--- src/rtl/processador_noite_if.sv ---
// Night-processor bus: control-unit inputs and night-result outputs.
interface processador_noite_if #(
  parameter int unsigned N_JOGADORES = 8,
  parameter int unsigned W_ID        = 3
);
  logic                     limpa;
  logic                     processar_acao;
  logic                     confirma;
  logic                     resolver;
  logic [W_ID-1:0]          jogador_atual;
  logic [W_ID-1:0]          alvo;
  logic [2*N_JOGADORES-1:0] classes;
  logic [N_JOGADORES-1:0]   vivos;

  logic                     acao_ok;
  logic                     acao_rej;
  logic                     revela_valido;
  logic [1:0]               revela_classe;
  logic                     pronto;
  logic                     vitima_valida;
  logic [W_ID-1:0]          vitima;
  logic [2:0]               db_estado;

  // Control side: drives the night inputs, observes the results.
  modport master (
    output limpa, processar_acao, confirma, resolver, jogador_atual, alvo, classes, vivos,
    input  acao_ok, acao_rej, revela_valido, revela_classe, pronto, vitima_valida, vitima,
           db_estado
  );

  // Processor side.
  modport slave (
    input  limpa, processar_acao, confirma, resolver, jogador_atual, alvo, classes, vivos,
    output acao_ok, acao_rej, revela_valido, revela_classe, pronto, vitima_valida, vitima,
           db_estado
  );
endinterface

--- src/rtl/processador_noite.sv ---
// Night-phase processor: collects per-class night actions, then scans the wolf vote
// tally one player per clock and resolves it into a single victim (or none).
module processador_noite #(
  parameter int unsigned N_JOGADORES = 8,
  parameter int unsigned W_ID        = 3
) (
  input logic                clock,
  input logic                reset,
  processador_noite_if.slave bus
);
  localparam int unsigned     W_V       = $clog2(N_JOGADORES + 1);
  localparam logic [W_V-1:0]  VotoMax   = W_V'(N_JOGADORES);
  localparam logic [W_ID-1:0] UltimoIdx = W_ID'(N_JOGADORES - 1);

  localparam logic [1:0] ClsAldeao  = 2'b00;
  localparam logic [1:0] ClsLobo    = 2'b01;
  localparam logic [1:0] ClsMedico  = 2'b10;
  localparam logic [1:0] ClsVidente = 2'b11;

  typedef enum logic [1:0] {
    StColeta = 2'd0,
    StConta  = 2'd1,
    StDecide = 2'd2,
    StPronto = 2'd3
  } estado_e;

  estado_e r_estado, w_estado_prox;

  logic [W_V-1:0]         r_votos [N_JOGADORES];
  logic [N_JOGADORES-1:0] r_ja_agiu;
  logic [W_ID-1:0]        r_protegido;
  logic                   r_protegido_valido;
  logic                   r_revela_valido;
  logic [1:0]             r_revela_classe;
  logic                   r_pronto;
  logic                   r_vitima_valida;
  logic [W_ID-1:0]        r_vitima;
  logic                   r_acao_ok;
  logic                   r_acao_rej;
  logic [W_ID-1:0]        r_scan;
  logic [W_ID-1:0]        r_idx;
  logic [W_V-1:0]         r_max;
  logic                   r_empate;

  logic                   w_ator_vivo;
  logic                   w_ator_agiu;
  logic [1:0]             w_ator_classe;
  logic                   w_alvo_vivo;
  logic [1:0]             w_alvo_classe;
  logic [W_V-1:0]         w_voto_scan;
  logic                   w_ator_no_range;
  logic                   w_alvo_no_range;
  logic                   w_tentativa;
  logic                   w_aceita;
  logic                   w_vitima_ok;

  // Per-player lookups by index; loops keep indexing width-safe for any N/W_ID pair.
  always_comb begin
    w_ator_vivo   = 1'b0;
    w_ator_agiu   = 1'b0;
    w_ator_classe = ClsAldeao;
    w_alvo_vivo   = 1'b0;
    w_alvo_classe = ClsAldeao;
    w_voto_scan   = '0;
    for (int unsigned i = 0; i < N_JOGADORES; i++) begin
      if (bus.jogador_atual == W_ID'(i)) begin
        w_ator_vivo   = bus.vivos[i];
        w_ator_agiu   = r_ja_agiu[i];
        w_ator_classe = bus.classes[2*i +: 2];
      end
      if (bus.alvo == W_ID'(i)) begin
        w_alvo_vivo   = bus.vivos[i];
        w_alvo_classe = bus.classes[2*i +: 2];
      end
      if (r_scan == W_ID'(i)) begin
        w_voto_scan = r_votos[i];
      end
    end
  end

  // Accept/reject decision; villagers only pass, so their target is not checked.
  always_comb begin
    w_ator_no_range = (32'(bus.jogador_atual) < N_JOGADORES);
    w_alvo_no_range = (32'(bus.alvo) < N_JOGADORES);
    w_tentativa     = (r_estado == StColeta) && bus.confirma && bus.processar_acao;
    w_aceita        = w_ator_no_range && w_ator_vivo && !w_ator_agiu &&
                      ((w_ator_classe == ClsAldeao) || (w_alvo_no_range && w_alvo_vivo));
    w_vitima_ok     = (r_max != '0) && !r_empate &&
                      !(r_protegido_valido && (r_protegido == r_idx));
  end

  // Next-state logic; limpa overrides everything.
  always_comb begin
    w_estado_prox = r_estado;
    case (r_estado)
      StColeta: if (bus.resolver) w_estado_prox = StConta;
      StConta:  if (r_scan == UltimoIdx) w_estado_prox = StDecide;
      StDecide: w_estado_prox = StPronto;
      StPronto: w_estado_prox = StPronto;
      default:  w_estado_prox = StColeta;
    endcase
    if (bus.limpa) w_estado_prox = StColeta;
  end

  // State register.
  always_ff @(posedge clock or posedge reset) begin
    if (reset) r_estado <= StColeta;
    else       r_estado <= w_estado_prox;
  end

  // Night datapath: action recording, tally scan and victim decision.
  always_ff @(posedge clock or posedge reset) begin
    if (reset) begin
      for (int unsigned i = 0; i < N_JOGADORES; i++) r_votos[i] <= '0;
      r_ja_agiu          <= '0;
      r_protegido        <= '0;
      r_protegido_valido <= 1'b0;
      r_revela_valido    <= 1'b0;
      r_revela_classe    <= 2'b00;
      r_pronto           <= 1'b0;
      r_vitima_valida    <= 1'b0;
      r_vitima           <= '0;
      r_acao_ok          <= 1'b0;
      r_acao_rej         <= 1'b0;
      r_scan             <= '0;
      r_idx              <= '0;
      r_max              <= '0;
      r_empate           <= 1'b0;
    end else if (bus.limpa) begin
      for (int unsigned i = 0; i < N_JOGADORES; i++) r_votos[i] <= '0;
      r_ja_agiu          <= '0;
      r_protegido        <= '0;
      r_protegido_valido <= 1'b0;
      r_revela_valido    <= 1'b0;
      r_revela_classe    <= 2'b00;
      r_pronto           <= 1'b0;
      r_vitima_valida    <= 1'b0;
      r_vitima           <= '0;
      r_acao_ok          <= 1'b0;
      r_acao_rej         <= 1'b0;
      r_scan             <= '0;
      r_idx              <= '0;
      r_max              <= '0;
      r_empate           <= 1'b0;
    end else begin
      r_acao_ok  <= 1'b0;
      r_acao_rej <= 1'b0;
      r_pronto   <= (r_estado == StPronto);

      if (w_tentativa) begin
        if (w_aceita) begin
          r_acao_ok <= 1'b1;
          for (int unsigned i = 0; i < N_JOGADORES; i++) begin
            if (bus.jogador_atual == W_ID'(i)) r_ja_agiu[i] <= 1'b1;
            if ((w_ator_classe == ClsLobo) && (bus.alvo == W_ID'(i)) &&
                (r_votos[i] != VotoMax)) begin
              r_votos[i] <= r_votos[i] + 1'b1;
            end
          end
          if (w_ator_classe == ClsMedico) begin
            r_protegido        <= bus.alvo;
            r_protegido_valido <= 1'b1;
          end
          if (w_ator_classe == ClsVidente) begin
            r_revela_classe <= w_alvo_classe;
            r_revela_valido <= 1'b1;
          end
        end else begin
          r_acao_rej <= 1'b1;
        end
      end

      // Scan accumulators restart on the resolver edge; a same-cycle vote is already in place.
      if ((r_estado == StColeta) && bus.resolver) begin
        r_scan   <= '0;
        r_idx    <= '0;
        r_max    <= '0;
        r_empate <= 1'b0;
      end

      if (r_estado == StConta) begin
        if (w_voto_scan > r_max) begin
          r_max    <= w_voto_scan;
          r_idx    <= r_scan;
          r_empate <= 1'b0;
        end else if ((w_voto_scan == r_max) && (r_max != '0)) begin
          r_empate <= 1'b1;
        end
        if (r_scan != UltimoIdx) r_scan <= r_scan + 1'b1;
      end

      if (r_estado == StDecide) begin
        r_vitima_valida <= w_vitima_ok;
        r_vitima        <= w_vitima_ok ? r_idx : '0;
      end
    end
  end

  // Outputs straight from registers.
  always_comb begin
    bus.acao_ok       = r_acao_ok;
    bus.acao_rej      = r_acao_rej;
    bus.revela_valido = r_revela_valido;
    bus.revela_classe = r_revela_classe;
    bus.pronto        = r_pronto;
    bus.vitima_valida = r_vitima_valida;
    bus.vitima        = r_vitima;
    bus.db_estado     = {1'b0, r_estado};
  end
endmodule

--- src/flat_wrapper.sv ---
// flat-port wrapper written by rule: the top's interface ports become plain ports
module processador_noite_flat 
#(
  parameter int unsigned N_JOGADORES = 8,
  parameter int unsigned W_ID        = 3
)
  (clock, reset, bus_limpa, bus_processar_acao, bus_confirma, bus_resolver, bus_jogador_atual, bus_alvo, bus_classes, bus_vivos, bus_acao_ok, bus_acao_rej, bus_revela_valido, bus_revela_classe, bus_pronto, bus_vitima_valida, bus_vitima, bus_db_estado);
  processador_noite_if #(.N_JOGADORES(N_JOGADORES), .W_ID(W_ID)) bus_i ();
  input logic clock;
  input logic reset;
  input wire logic [$bits(bus_i.limpa)-1:0] bus_limpa;
  input wire logic [$bits(bus_i.processar_acao)-1:0] bus_processar_acao;
  input wire logic [$bits(bus_i.confirma)-1:0] bus_confirma;
  input wire logic [$bits(bus_i.resolver)-1:0] bus_resolver;
  input wire logic [$bits(bus_i.jogador_atual)-1:0] bus_jogador_atual;
  input wire logic [$bits(bus_i.alvo)-1:0] bus_alvo;
  input wire logic [$bits(bus_i.classes)-1:0] bus_classes;
  input wire logic [$bits(bus_i.vivos)-1:0] bus_vivos;
  output wire logic [$bits(bus_i.acao_ok)-1:0] bus_acao_ok;
  output wire logic [$bits(bus_i.acao_rej)-1:0] bus_acao_rej;
  output wire logic [$bits(bus_i.revela_valido)-1:0] bus_revela_valido;
  output wire logic [$bits(bus_i.revela_classe)-1:0] bus_revela_classe;
  output wire logic [$bits(bus_i.pronto)-1:0] bus_pronto;
  output wire logic [$bits(bus_i.vitima_valida)-1:0] bus_vitima_valida;
  output wire logic [$bits(bus_i.vitima)-1:0] bus_vitima;
  output wire logic [$bits(bus_i.db_estado)-1:0] bus_db_estado;
  assign bus_i.limpa = bus_limpa;
  assign bus_i.processar_acao = bus_processar_acao;
  assign bus_i.confirma = bus_confirma;
  assign bus_i.resolver = bus_resolver;
  assign bus_i.jogador_atual = bus_jogador_atual;
  assign bus_i.alvo = bus_alvo;
  assign bus_i.classes = bus_classes;
  assign bus_i.vivos = bus_vivos;
  assign bus_acao_ok = bus_i.acao_ok;
  assign bus_acao_rej = bus_i.acao_rej;
  assign bus_revela_valido = bus_i.revela_valido;
  assign bus_revela_classe = bus_i.revela_classe;
  assign bus_pronto = bus_i.pronto;
  assign bus_vitima_valida = bus_i.vitima_valida;
  assign bus_vitima = bus_i.vitima;
  assign bus_db_estado = bus_i.db_estado;
  processador_noite #(.N_JOGADORES(N_JOGADORES), .W_ID(W_ID)) u_core (.clock(clock), .reset(reset), .bus(bus_i));
endmodule
--- config.mk ---
export PLATFORM = sky130hd
export DESIGN_NAME = processador_noite_flat
export DESIGN_NICKNAME = d
export VERILOG_FILES = /design/src/rtl/processador_noite_if.sv /design/src/rtl/processador_noite.sv /design/src/flat_wrapper.sv
export SDC_FILE = /design/constraint.sdc
export NUM_CORES = 1
export LEC_CHECK = 0
export CAP_MARGIN = 0
export CORE_ASPECT_RATIO = 0.7
export CORE_MARGIN = 4
export CORE_UTILIZATION = 45
export DETAILED_ROUTE_END_ITERATION = 6
export PLACE_DENSITY = 0.66
export SETUP_SLACK_MARGIN = 0.2
export SLEW_MARGIN = 20
export SYNTH_ARGS = -nofsm -noshare
export SYNTH_HDL_FRONTEND = slang
export SYNTH_SLANG_ARGS = --single-unit
--- constraint.sdc ---
create_clock -name clock -period 5.25 [get_ports clock]
set_input_delay 1.3125 -clock clock [delete_from_list [all_inputs] [get_ports clock]]
set_output_delay 1.3125 -clock clock [all_outputs]
set_load 0.05 [all_outputs]
==> qor.json, run 1 <==
{
  "detailed_routing": {
    "dr.first_iter.drc_count": 316,
    "routedWlPerCell_um": 17.4,
    "drc": 0,
    "detail_route.first_pass.iterations": 5,
    "via_count": 3786,
    "wl_um": 11300,
    "route.antenna.remaining_nets": 0,
    "vias_per_cell": 5.82
  },
  "floorplan": {
    "num_rows": 30,
    "number_of_top_level_pins": 49,
    "die_area_um2": 11700,
    "die_height_um": 91.5,
    "design.core.area_um2": 9720,
    "initial_utilization": 0.461,
    "die_w_um": 127
  },
  "setup_path": {
    "reg2reg_to": "u_core.r_idx[0]",
    "setup.worst_path.start_class": "flop",
    "path_class": "flop to flop",
    "required_ns": 5.53,
    "worst_r2r_startpoint": "u_core.r_scan[0]",
    "cp-end-kind": "flop",
    "setup.reg_to_reg.worst_slack_ns": 0.90,
    "worstPathArrival_ns": 4.63,
    "number_of_cells_on_the_worst_reg_to_reg_path": 14,
    "critical_path.max_fanout": 17
  },
  "synth": {
    "synthMostInstantiatedCell": "sky130_fd_sc_hd__dfrtp_1",
    "synth.yosys.seq_area_share": 0.374,
    "syn_area_um2": 4480,
    "synth-edff-count": 0,
    "synth.top_cells.by_area": "sky130_fd_sc_hd__dfrtp_1 37%, sky130_fd_sc_hd__ha_1 7.3%, sky130_fd_sc_hd__nor2_1 4.3%, sky130_fd_sc_hd__inv_1 4.0%, sky130_fd_sc_hd__a21oi_1 3.7%",
    "synth_top_cell_by_area": "sky130_fd_sc_hd__dfrtp_1",
    "synth_warnings": 0,
    "synth_common_cells": "67 x sky130_fd_sc_hd__dfrtp_1, 51 x sky130_fd_sc_hd__nor2_1, 48 x sky130_fd_sc_hd__inv_1",
    "synth_nets": 546,
    "synth_area_per_cell_um2": 9.27,
    "yosys_register_bits": 67,
    "synth_flop_cell": "sky130_fd_sc_hd__dfrtp_1",
    "postSynthCellCount": 484,
    "synth.top_cell.area_share": 0.374,
    "synth_cell_type_count": 68,
    "synthArstFlopShare": 1.00
  },
  "timing": {
    "timing.hold.ws_ns": 0.488,
    "timing.final.crit_share": 0.829,
    "totalNegativeSetupSlack_ns": 0,
    "report.final.slew_viol_count": 0,
    "final_critical_path_setup_slack_ns": 0.900,
    "finalClockSkew_ns": 0.00889,
    "final-setup-viol-count": 0,
    "headroom_to_the_max_slew_limit": 0.346,
    "rsz0062_at_grt": "no",
    "fmax_mhz": 230,
    "timing_hold_violations_final": 0,
    "finalCriticalPeriod_ns": 4.35,
    "tightest_slew_ns": 0.975
  },
  "clock_network": {
    "clk_root_buffer_cell": "sky130_fd_sc_hd__clkbuf_16",
    "cts_setup_buffers": 0,
    "clk_pin_slew_ns": 0.06,
    "clock_sinks": 67,
    "cts_inserted_buffers": 9,
    "clock_tree.buffer_depth": 2,
    "tritoncts": "done",
    "clkLatencyLatePin_ns": 0.34,
    "cts_max_level": 3,
    "post_cts.resized_instances": 0,
    "hold_buf_cts": 0
  },
  "power_and_ir_drop": {
    "max-vdd-ir-drop_v": 0.000131,
    "power.density_nw_per_um2": 253,
    "leak_pwr_nw": 2.24
  },
  "layout": {
    "final_nets": 579,
    "antenna_cells": 0,
    "area_growth_pct": 18.3,
    "share_of_layout_cells_above_drive_strength_1": 0.0785,
    "core_occupancy_in_the_finished_layout": 0.546
  },
  "placed_design": {
    "dp_hpwl_um": 8070,
    "port_buffers": 47,
    "final_weighted_congestion_in_routability_driven_placement": 0.855,
    "dp_worst_setup_slack_ns": 0.976
  },
  "grt": {
    "initial_antenna_violation_count": 0,
    "grt.total_usage": 0.199,
    "first_global_vias": 3645,
    "grt_start_max_net_pins": 61,
    "grt_pass1_wl_um": 18800,
    "grt_remaining_overflow": 0
  },
  "min_path": {
    "hold_path_depth": 1,
    "timing.hold.worst_endpoint": "u_core.bus.vitima_valida",
    "min-delay-start": "u_core.bus.vitima_valida",
    "min-delay-path-class": "flop to flop"
  },
  "run": {
    "max_cap_violations": 0
  },
  "run_status": {
    "run_status": "completed"
  }
}
==> worst max-delay path by stage <==
stage                                 from              end  slack [ns]
after CTS                 u_core.r_scan[0]  u_core.r_idx[0]        0.94
final                     u_core.r_scan[0]  u_core.r_idx[0]        0.90
after detailed placement  u_core.r_scan[0]  u_core.r_max[2]        0.98
after floorplan           u_core.r_scan[0]  u_core.r_idx[0]        1.81
after global routing      u_core.r_scan[0]  u_core.r_max[1]        0.60
after global placement    u_core.r_scan[0]  u_core.r_max[3]        1.09
==> worst max-delay path: stages, from the launching register on <==
cell	delay (ns)
sky130_fd_sc_hd__dfrtp_1	0.49
sky130_fd_sc_hd__inv_1	0.11
sky130_fd_sc_hd__ha_1	0.40
sky130_fd_sc_hd__or2_2	0.39
sky130_fd_sc_hd__a221oi_1	0.25
sky130_fd_sc_hd__a211oi_1	0.13
sky130_fd_sc_hd__a221oi_1	0.43
sky130_fd_sc_hd__ha_1	0.32
sky130_fd_sc_hd__nor2b_1	0.13
sky130_fd_sc_hd__o21ai_0	0.20
sky130_fd_sc_hd__nand2b_1	0.08
sky130_fd_sc_hd__a21oi_1	0.17
sky130_fd_sc_hd__nor4_1	0.08
sky130_fd_sc_hd__a211oi_1	0.82
sky130_fd_sc_hd__a22o_1	0.27
==> flip-flops by register name, indices dropped and copies added (netlist names) <==
| register | cells |
|---|---|
| u_core.r_empate | 1 |
| u_core.r_votos | 32 |
| u_core.r_estado | 2 |
| u_core.r_protegido_valido | 1 |
| u_core.r_protegido | 3 |
| u_core.bus.vitima | 3 |
| u_core.r_ja_agiu | 8 |
| u_core.r_max | 4 |
| u_core.bus.vitima_valida | 1 |
| u_core.bus.revela_valido | 1 |
| u_core.r_scan | 3 |
| u_core.bus.acao_rej | 1 |
| u_core.bus.revela_classe | 2 |
| u_core.r_idx | 3 |
| u_core.bus.acao_ok | 1 |
| u_core.bus.pronto | 1 |
==> cells by family (layout without fill, tap and decap cells) <==
logic type	Yosys count	after routing	synth area share
buf+inv	77	115	0.0756
other cells	1	1	0.000836
compound gates	125	125	0.209
flops	67	67	0.374
simple gates	154	154	0.172
fa+ha+maj	26	26	0.0725
mux	22	22	0.0731
xor+xnor	12	12	0.0234
==> placed cells by master, fill, tap and decap left out, types with 3 or more instances in the layout <==
cell                               n
sky130_fd_sc_hd__a2111oi_0         4
sky130_fd_sc_hd__a211oi_1          8
sky130_fd_sc_hd__a21o_1            3
sky130_fd_sc_hd__a21oi_1          33
sky130_fd_sc_hd__a221oi_1          6
sky130_fd_sc_hd__a22o_1           11
sky130_fd_sc_hd__and2_1            3
sky130_fd_sc_hd__and3_1            4
sky130_fd_sc_hd__buf_4             3
sky130_fd_sc_hd__clkbuf_16         9
sky130_fd_sc_hd__clkdlybuf4s50_1  46
sky130_fd_sc_hd__dfrtp_1          67
sky130_fd_sc_hd__ha_1             26
sky130_fd_sc_hd__inv_1            47
sky130_fd_sc_hd__mux2i_1          14
sky130_fd_sc_hd__mux4_2            6
sky130_fd_sc_hd__nand2_1          31
sky130_fd_sc_hd__nand2b_1          6
sky130_fd_sc_hd__nand3_1          10
sky130_fd_sc_hd__nand3b_1         11
sky130_fd_sc_hd__nand4_1           4
sky130_fd_sc_hd__nor2_1           51
sky130_fd_sc_hd__nor3_1            7
sky130_fd_sc_hd__nor4_1            6
sky130_fd_sc_hd__o2111ai_1         3
sky130_fd_sc_hd__o2111ai_2         3
sky130_fd_sc_hd__o21ai_0          22
sky130_fd_sc_hd__o22ai_1           6
sky130_fd_sc_hd__or3_1             8
sky130_fd_sc_hd__xnor2_1          10
==> routing by layer <==
metal | vias to the layer above | routed length (um) | global-route usage
met4 | 0 | 78 | 0.0446
met5 | - | 0 | 0
met2 | 110 | 4750 | 0.280
met1 | 1856 | 5680 | 0.303
li1 | 1811 | - | -
met3 | 9 | 776 | 0.0529
==> through the flow <==
| step | std cells | instance area (um^2) | power (mW) |
|---|---|---|---|
| floorplan | 484 | 4480 | 0.633 |
| global placement | 634 | 4970 | 0.682 |
| detailed placement | 634 | 4970 | 0.685 |
| CTS | 650 | 5300 | 1.35 |
| global route | 650 | 5300 | 1.39 |
| finish | 650 | 5300 | 1.34 |
==> where the power goes <==
group	internal, mW	total [mW]	switching (mW)
registers	0.519	0.523	0.00361
logic	0.0612	0.154	0.0931
clock network	0.419	0.663	0.244
total	0.999	1.34	0.341
==> final cells by class <==
type	count	area [um^2]
clock buffers	9	225
clock inverters	7	101
inverters	50	189
repair buffers	49	483
well taps	128	160
multi-input cells	340	2470
fillers	866	4420
flip-flops and latches	67	1680
Note: power is estimated with default switching activity, not from simulation.
==> run 2, diff against run 1 <==
clock period = 4.3 ns   (was 5.25 ns; I/O delays follow)
==> run 2 against run 1 <==
  * Maximum frequency up 18%
  * Flip-flop and latch count unchanged
  * Combinational power grew 27%
  * Via count grew 0.50%
  * Clock power rose by 40%
  * Non-clock buffer count rose by 8
  * Critical path type unchanged
  * Largest cell class unchanged
  * Largest power group unchanged
==> qor.json, run 2 (same netlist as run 1, synthesis figures left out) <==
{
  "run_status": {
    "run_status": "completed"
  },
  "grt": {
    "grt_remaining_overflow": {"value": 0, "change": "unchanged"},
    "initial_antenna_violation_count": {"value": 0, "change": "unchanged"},
    "use_met2": {"value": 0.295, "change": "+0.0153"},
    "grt_busiest_layer": "met1",
    "grt_start_max_net_pins": {"value": 37, "change": "-39%"},
    "met1_usage": {"value": 0.301, "change": "-0.00202"},
    "grt.total_usage": {"value": 0.203, "change": "+0.00374"},
    "grt_pass1_wl": {"value": 18800, "unit": "um", "change": "+0.15%"},
    "first_global_vias": {"value": 3612, "change": "-0.91%"},
    "met3_use_gr": {"value": 0.0506, "change": "-0.00235"}
  },
  "floorplan": {
    "number_of_top_level_pins": {"value": 49, "change": "unchanged"},
    "initial_utilization": {"value": 0.461, "change": "unchanged"},
    "design.core.area": {"value": 9720, "unit": "um^2", "change": "unchanged"},
    "die_area": {"value": 11700, "unit": "um^2", "change": "unchanged"},
    "die_w": {"value": 127, "unit": "um", "change": "unchanged"},
    "die_height": {"value": 91.5, "unit": "um", "change": "unchanged"},
    "num_rows": {"value": 30, "change": "unchanged"}
  },
  "setup_path": {
    "path_class": "flop to flop",
    "critical_path.max_fanout": {"value": 15, "change": "-2"},
    "cp_top_family": "compound AO/OA/AOI/OAI gates",
    "cp-end-kind": "flop",
    "cp_cell_sequence": "inv_1 > ha_1 > o21ai_0 > nor2_1 > a211oi_1 > a2111oi_0 > a221oi_1 > ha_1 > nor2b_1 > o21ai_0 > nand2b_1 > a21oi_1 > nor4_1 > nor2b_2 > a22o_1",
    "setup.worst_path.start_class": "flop",
    "worst-path-buf-inv": {"value": 1, "change": "unchanged"},
    "timing.critical_path.slowest_cell_delay": {"value": 0.53, "unit": "ns", "change": "-0.29 ns"},
    "required": {"value": 4.58, "unit": "ns", "change": "-0.95 ns"},
    "timing.critical_path.slowest_stage_cell": "sky130_fd_sc_hd__a2111oi_0",
    "worstPathArrival": {"value": 3.97, "unit": "ns", "change": "-0.66 ns"}
  },
  "clock_network": {
    "cts_inserted_buffers": {"value": 9, "change": "unchanged"},
    "clk_root_buffer_cell": "sky130_fd_sc_hd__clkbuf_16",
    "clkLatencyLatePin": {"value": 0.34, "unit": "ns", "change": "about the same"},
    "cts_max_level": {"value": 3, "change": "unchanged"},
    "clock_sinks": {"value": 67, "change": "unchanged"},
    "clk_pin_slew": {"value": 0.06, "unit": "ns", "change": "about the same"},
    "cts_setup_buffers": {"value": 0, "change": "unchanged"},
    "hold_buf_cts": {"value": 0, "change": "unchanged"},
    "clock_tree.buffer_depth": {"value": 2, "change": "unchanged"},
    "tritoncts": "done"
  },
  "min_path": {
    "min-delay-path-class": "flop to flop"
  },
  "layout": {
    "area_growth_pct": 20.6,
    "core_occupancy_in_the_finished_layout": {"value": 0.556, "change": "+0.0107"},
    "antenna_cells": {"value": 0, "change": "unchanged"},
    "final_nets": {"value": 587, "change": "+1.4%"},
    "share_of_layout_cells_above_drive_strength_1": {"value": 0.0943, "change": "+0.0158"},
    "nFillCells": {"value": 840, "change": "-3.0%"},
    "most_common_library_cell_in_the_layout_ignoring_fill_and_taps": "sky130_fd_sc_hd__dfrtp_1",
    "registers.top_by_ff_count": "u_core.r_votos",
    "largest_reg_flops": {"value": 32, "change": "unchanged"},
    "reg.largest.list": "u_core.r_votos: 32 flops, u_core.r_ja_agiu: 8 flops, u_core.r_max: 4 flops",
    "fin_cells": {"value": 658, "change": "+1.2%"},
    "final_area": {"value": 5410, "unit": "um^2", "change": "+2.0%"},
    "layout.cells.most_common_list": "67 x sky130_fd_sc_hd__dfrtp_1, 51 x sky130_fd_sc_hd__nor2_1, 47 x sky130_fd_sc_hd__inv_1"
  },
  "placed_design": {
    "port_buffers": {"value": 47, "change": "unchanged"},
    "final_weighted_congestion_in_routability_driven_placement": {"value": 0.952, "change": "+11%"},
    "placed_cells": {"value": 642, "change": "+1.3%"},
    "detailed_place.area": {"value": 5030, "unit": "um^2", "change": "+1.2%"},
    "dp_worst_setup_slack": {"value": 0.309, "unit": "ns", "change": "-0.667 ns"},
    "dp_hpwl": {"value": 8110, "unit": "um", "change": "+0.44%"}
  },
  "timing": {
    "totalNegativeSetupSlack": {"value": 0, "unit": "ns", "change": "unchanged"},
    "timing.hold.ws": {"value": 0.487, "unit": "ns", "change": "-0.00109 ns"},
    "final-setup-viol-count": {"value": 0, "change": "unchanged"},
    "headroom_to_the_max_slew_limit": {"value": 0.549, "change": "+0.203"},
    "timing_hold_violations_final": {"value": 0, "change": "unchanged"},
    "rsz0062_at_grt": "no",
    "timing.final.crit_share": {"value": 0.858, "change": "+0.0298"},
    "final_critical_path_setup_slack": {"value": 0.609, "unit": "ns", "change": "-0.291 ns"},
    "tightest_slew": {"value": 0.675, "unit": "ns", "change": "-0.300 ns"},
    "fmax": {"value": 271, "unit": "MHz", "change": "+18%"},
    "finalClockSkew": {"value": 0.00901, "unit": "ns", "change": "+0.000114 ns"},
    "report.final.slew_viol_count": {"value": 0, "change": "unchanged"},
    "finalCriticalPeriod": {"value": 3.69, "unit": "ns", "change": "-0.659 ns"}
  },
  "power_and_ir_drop": {
    "max-vdd-ir-drop": {"value": 0.000159, "unit": "V", "change": "+21%"},
    "leak_pwr": {"value": 2.31, "unit": "nW", "change": "+3.0%"},
    "power.density": {"value": 326, "unit": "nW/um^2", "change": "+29%"},
    "post_layout_power": {"value": 1.76, "unit": "mW", "change": "+31%"}
  },
  "detailed_routing": {
    "wl": {"value": 11200, "unit": "um", "change": "-0.45%"},
    "drc": {"value": 0, "change": "unchanged"},
    "detail_route.first_pass.iterations": {"value": 5, "change": "unchanged"},
    "vias_per_cell": {"value": 5.78, "change": "-0.72%"},
    "route.antenna.remaining_nets": {"value": 0, "change": "unchanged"},
    "via_count": {"value": 3805, "change": "+0.50%"},
    "routedWlPerCell": {"value": 17.1, "unit": "um", "change": "-1.7%"},
    "dr.first_iter.drc_count": {"value": 259, "change": "-18%"}
  },
  "run": {
    "max_cap_violations": {"value": 0, "change": "unchanged"}
  }
}
[run 2: cell count changes in the layout (fill, tap and decap cells not counted)]
| cell | before | now |
|---|---|---|
| sky130_fd_sc_hd__buf_4 | 3 | 10 |
| sky130_fd_sc_hd__bufinv_16 | 2 | 4 |
| sky130_fd_sc_hd__clkinv_4 | 2 | 0 |
| sky130_fd_sc_hd__clkinvlp_4 | 2 | 0 |
| sky130_fd_sc_hd__inv_6 | 1 | 3 |
| sky130_fd_sc_hd__buf_2 | 0 | 1 |
| sky130_fd_sc_hd__clkinv_2 | 1 | 0 |
| sky130_fd_sc_hd__inv_2 | 0 | 1 |
| sky130_fd_sc_hd__nor2b_1 | 2 | 1 |
| sky130_fd_sc_hd__nor2b_2 | 1 | 2 |
[run 2: worst paths after layout]
path	from	endpoint	slack (ns)	depth (start not counted)
min in group asynchronous	reset	u_core.r_max[0]	1.17	2
hold / removal	u_core.bus.vitima_valida	u_core.bus.vitima_valida	0.49	1
setup / recovery	u_core.r_scan[1]	u_core.r_max[0]	0.61	15
max in group asynchronous	reset	u_core.r_votos[24]	2.39	3
setup reg to reg	u_core.r_scan[1]	u_core.r_max[0]	0.61	15
hold reg to reg	u_core.bus.vitima_valida	u_core.bus.vitima_valida	0.49	1
[run 2: report_power, final]
group / leakage [nW] / internal (mW) / switching, mW / total [mW]
Sequential: 0.934 / 0.634 / 0.00452 / 0.638
Clock: 0.181 / 0.631 / 0.296 / 0.927
Combinational: 1.19 / 0.0788 / 0.116 / 0.195
Total: 2.31 / 1.34 / 0.416 / 1.76
[run 2: what timing repair did]
action | in CTS | in global routing
setup endpoints to repair | 0 | 7
endpoints found under the hold margin | 0 | 0
gates resized for setup | 0 | 1
[run 2: routing by layer]
layer / vias up / wire length, um
met3: 8 / 772
met2: 110 / 4860
met1: 1857 / 5490
li1: 1830 / -
met5: - / 0
met4: 0 / 116
[run 2: worst reg2reg max path, cell delays in order (launching register included)]
cell and delay [ns]:
sky130_fd_sc_hd__dfrtp_1 0.47, sky130_fd_sc_hd__inv_1 0.11, sky130_fd_sc_hd__ha_1 0.44, sky130_fd_sc_hd__o21ai_0 0.18
sky130_fd_sc_hd__nor2_1 0.11, sky130_fd_sc_hd__a211oi_1 0.07, sky130_fd_sc_hd__a2111oi_0 0.53, sky130_fd_sc_hd__a221oi_1 0.16
sky130_fd_sc_hd__ha_1 0.34, sky130_fd_sc_hd__nor2b_1 0.11, sky130_fd_sc_hd__o21ai_0 0.07, sky130_fd_sc_hd__nand2b_1 0.08
sky130_fd_sc_hd__a21oi_1 0.06, sky130_fd_sc_hd__nor4_1 0.31, sky130_fd_sc_hd__nor2b_2 0.39, sky130_fd_sc_hd__a22o_1 0.19
[run 2: final cells by class]
| cell class | count | area (um^2) | share of cell area |
|---|---|---|---|
| Clock inverter | 7 | 146 | 0.0271 |
| Multi-Input combinational cell | 340 | 2470 | 0.457 |
| Clock buffer | 9 | 225 | 0.0416 |
| Sequential cell | 67 | 1680 | 0.310 |
| Inverter | 50 | 188 | 0.0347 |
| Timing Repair Buffer | 57 | 541 | 0.100 |
| Tap cell | 128 | 160 | 0.0296 |
==> run 3, diff against run 2 <==
CORE_ASPECT_RATIO = unset   (was 0.7)
TNS_END_PERCENT = 50   (was unset)
==> run 3 against run 2 <==
  * Sequential power barely moved
  * Wire length grew 1.7%
  * Largest cell class unchanged
  * Global-route usage grew 0.70 points
==> qor.json, run 3 (same netlist as run 1, synthesis figures left out) <==
{
  "placed_design": {
    "dp_hpwl": {"value": 8250, "unit": "um", "change": "+1.7%"},
    "port_buffers": {"value": 47, "change": "unchanged"},
    "final_weighted_congestion_in_routability_driven_placement": {"value": 0.875, "change": "-8.1%"}
  },
  "power_and_ir_drop": {
    "leak_pwr": {"value": 2.24, "unit": "nW", "change": "-2.9%"},
    "post_layout_power": {"value": 1.46, "unit": "mW", "change": "-17%"},
    "p_seq_frac": {"value": 0.437, "change": "+0.074"},
    "power_switching": {"value": 0.405, "unit": "mW", "change": "-2.6%"},
    "power_switching_share": {"value": 0.278, "change": "+0.0418"},
    "pwr-share-clk": {"value": 0.430, "change": "-0.097"},
    "p_int": {"value": 1.05, "unit": "mW", "change": "-22%"},
    "pwr-share-comb": {"value": 0.133, "change": "+0.022"},
    "max-vdd-ir-drop": {"value": 0.000168, "unit": "V", "change": "+5.7%"},
    "power.density": {"value": 276, "unit": "nW/um^2", "change": "-15%"}
  },
  "clock_network": {
    "cts_max_level": {"value": 3, "change": "unchanged"},
    "clkLatencyLatePin": {"value": 0.37, "unit": "ns", "change": "+0.03 ns"},
    "clock_sinks": {"value": 67, "change": "unchanged"},
    "clk_pin_slew": {"value": 0.10, "unit": "ns", "change": "+0.04 ns"},
    "hold_buf_cts": {"value": 0, "change": "unchanged"},
    "clock_tree.buffer_depth": {"value": 2, "change": "unchanged"},
    "clk_root_buffer_cell": "sky130_fd_sc_hd__clkbuf_8",
    "tritoncts": "done",
    "cts_inserted_buffers": {"value": 9, "change": "unchanged"}
  },
  "layout": {
    "registers.top_by_ff_count": "u_core.r_votos",
    "most_common_library_cell_in_the_layout_ignoring_fill_and_taps": "sky130_fd_sc_hd__dfrtp_1",
    "largest_reg_flops": {"value": 32, "change": "unchanged"},
    "antenna_cells": {"value": 0, "change": "unchanged"},
    "area_growth_pct": 17.7,
    "reg.largest.list": "u_core.r_votos: 32 flops, u_core.r_ja_agiu: 8 flops, u_core.r_max: 4 flops",
    "core_occupancy_in_the_finished_layout": {"value": 0.543, "change": "-0.0137"},
    "final_nets": {"value": 587, "change": "unchanged"},
    "layout.cells.most_common_list": "67 x sky130_fd_sc_hd__dfrtp_1, 51 x sky130_fd_sc_hd__nor2_1, 47 x sky130_fd_sc_hd__inv_1",
    "share_of_layout_cells_above_drive_strength_1": {"value": 0.0962, "change": "+0.00189"}
  },
  "detailed_routing": {
    "route.antenna.remaining_nets": {"value": 0, "change": "unchanged"},
    "dr.first_iter.drc_count": {"value": 243, "change": "-6.2%"},
    "via_count": {"value": 3828, "change": "+0.60%"},
    "routedWlPerCell": {"value": 17.2, "unit": "um", "change": "+0.92%"},
    "vias_per_cell": {"value": 5.77, "change": "-0.15%"},
    "detail_route.first_pass.iterations": {"value": 5, "change": "unchanged"},
    "wl": {"value": 11400, "unit": "um", "change": "+1.7%"},
    "drc": {"value": 0, "change": "unchanged"}
  },
  "min_path": {
    "min-delay-path-class": "flop to flop",
    "min-delay-start": "u_core.bus.vitima_valida"
  },
  "floorplan": {
    "die_area": {"value": 11600, "unit": "um^2", "change": "-0.22%"},
    "initial_utilization": {"value": 0.461, "change": "about the same"},
    "die_height": {"value": 108, "unit": "um", "change": "+18%"},
    "die_w": {"value": 108, "unit": "um", "change": "-15%"},
    "design.core.area": {"value": 9730, "unit": "um^2", "change": "about the same"},
    "num_rows": {"value": 36, "change": "+20%"},
    "number_of_top_level_pins": {"value": 49, "change": "unchanged"}
  },
  "setup_path": {
    "worst-path-buf-inv": {"value": 1, "change": "unchanged"},
    "timing.critical_path.slowest_cell_delay": {"value": 0.47, "unit": "ns", "change": "-0.06 ns"},
    "path_class": "flop to flop",
    "worstPathArrival": {"value": 3.98, "unit": "ns", "change": "about the same"},
    "crit_path_start": "u_core.r_scan[0]",
    "critical_path.max_fanout": {"value": 14, "change": "-1"},
    "cp_top_family": "compound AO/OA/AOI/OAI gates",
    "cp_cell_sequence": "inv_1 > ha_1 > or2_2 > a221oi_1 > a211oi_1 > a221oi_1 > ha_1 > nor2b_1 > o21ai_0 > nand2b_1 > a21oi_1 > nor4_1 > a211oi_2 > a22o_1",
    "timing.critical_path.slowest_stage_cell": "sky130_fd_sc_hd__a211oi_2",
    "worst_r2r_startpoint": "u_core.r_scan[0]",
    "required": {"value": 4.59, "unit": "ns", "change": "about the same"},
    "setup.worst_path.start_class": "flop",
    "cp-end-kind": "flop"
  },
  "timing": {
    "rsz0062_at_grt": "no",
    "final-setup-viol-count": {"value": 0, "change": "unchanged"},
    "timing.final.crit_share": {"value": 0.857, "change": "-0.00137"},
    "fmax": {"value": 271, "unit": "MHz", "change": "+0.16%"},
    "finalClockSkew": {"value": 0.0209, "unit": "ns", "change": "+0.0119 ns"},
    "headroom_to_the_max_slew_limit": {"value": 0.542, "change": "-0.00760"},
    "timing_hold_violations_final": {"value": 0, "change": "unchanged"},
    "report.final.slew_viol_count": {"value": 0, "change": "unchanged"},
    "finalCriticalPeriod": {"value": 3.68, "unit": "ns", "change": "-0.00591 ns"},
    "tightest_slew": {"value": 0.687, "unit": "ns", "change": "+0.0114 ns"},
    "totalNegativeSetupSlack": {"value": 0, "unit": "ns", "change": "unchanged"}
  },
  "grt": {
    "grt_pass1_wl": {"value": 19400, "unit": "um", "change": "+2.9%"},
    "first_global_vias": {"value": 3906, "change": "+8.1%"},
    "grt_start_max_net_pins": {"value": 40, "change": "+8.1%"},
    "initial_antenna_violation_count": {"value": 0, "change": "unchanged"},
    "grt.total_usage": {"value": 0.210, "change": "+0.00703"},
    "grt_remaining_overflow": {"value": 0, "change": "unchanged"}
  },
  "run": {
    "max_cap_violations": {"value": 0, "change": "unchanged"}
  },
  "run_status": {
    "run_status": "completed"
  }
}
## run 3: cell types whose count changed in the layout (fill, tap and decap cells not counted)
cell	before	now
sky130_fd_sc_hd__a211oi_2	0	1
sky130_fd_sc_hd__bufinv_16	4	2
sky130_fd_sc_hd__clkbuf_8	0	9
sky130_fd_sc_hd__a211oi_1	8	7
sky130_fd_sc_hd__inv_8	0	2
sky130_fd_sc_hd__clkinvlp_4	0	1
sky130_fd_sc_hd__clkbuf_16	9	0
sky130_fd_sc_hd__inv_6	3	2
## run 3: per-stage QoR
step	instances	cell area [um^2]	hold WS, ns	setup slack, ns
finish	663	5280	0.483	0.615
global route	663	5280	0.513	0.148
CTS	663	5270	0.487	0.282
detailed placement	647	5040	0.465	0.351
global placement	647	5040	0.463	0.433
floorplan	484	4480	0.467	0.859
## run 3: final timing paths
kind                                       endpoint  slack [ns]  depth (start not counted)
max in group asynchronous        u_core.r_votos[19]        2.39                          3
min reg2reg                u_core.bus.vitima_valida        0.48                          1
max reg2reg                         u_core.r_idx[1]        0.62                         14
max                                 u_core.r_idx[1]        0.62                         14
min                        u_core.bus.vitima_valida        0.48                          1
min in group asynchronous       u_core.r_ja_agiu[2]        1.12                          2
## run 3: per-layer routing
layer  vias up  GRT usage  wire length [um]
met5         -          0                 0
met3        24     0.0324               552
met2       104      0.349              5470
li1       1818          -                 -
met1      1882      0.275              5140
met4         0     0.0794               259
## run 3: layout make-up
type	count	area [um^2]
well taps	133	166
clock inverters	7	108
multi-input cells	340	2480
inverters	50	188
clock buffers	9	124
fillers	900	4450
flip-flops and latches	67	1680
repair buffers	57	541
## run 3: power by group through the flow
stage	clock network (mW)	logic, mW	registers [mW]
6_report	0.627	0.193	0.637
4_1_cts	0.639	0.193	0.637
2_1_floorplan	0	0.119	0.654
5_1_grt	0.666	0.212	0.638
3_3_place_gp	0	0.189	0.649
3_5_place_dp	0	0.192	0.649
## run 3: repair_timing
| action | CTS | global route |
|---|---|---|
| gates resized for setup | 0 | 2 |
| endpoints found under the setup margin | 0 | 8 |
| buffers inserted | 0 | 0 |
| endpoints found under the hold margin | 0 | 0 |
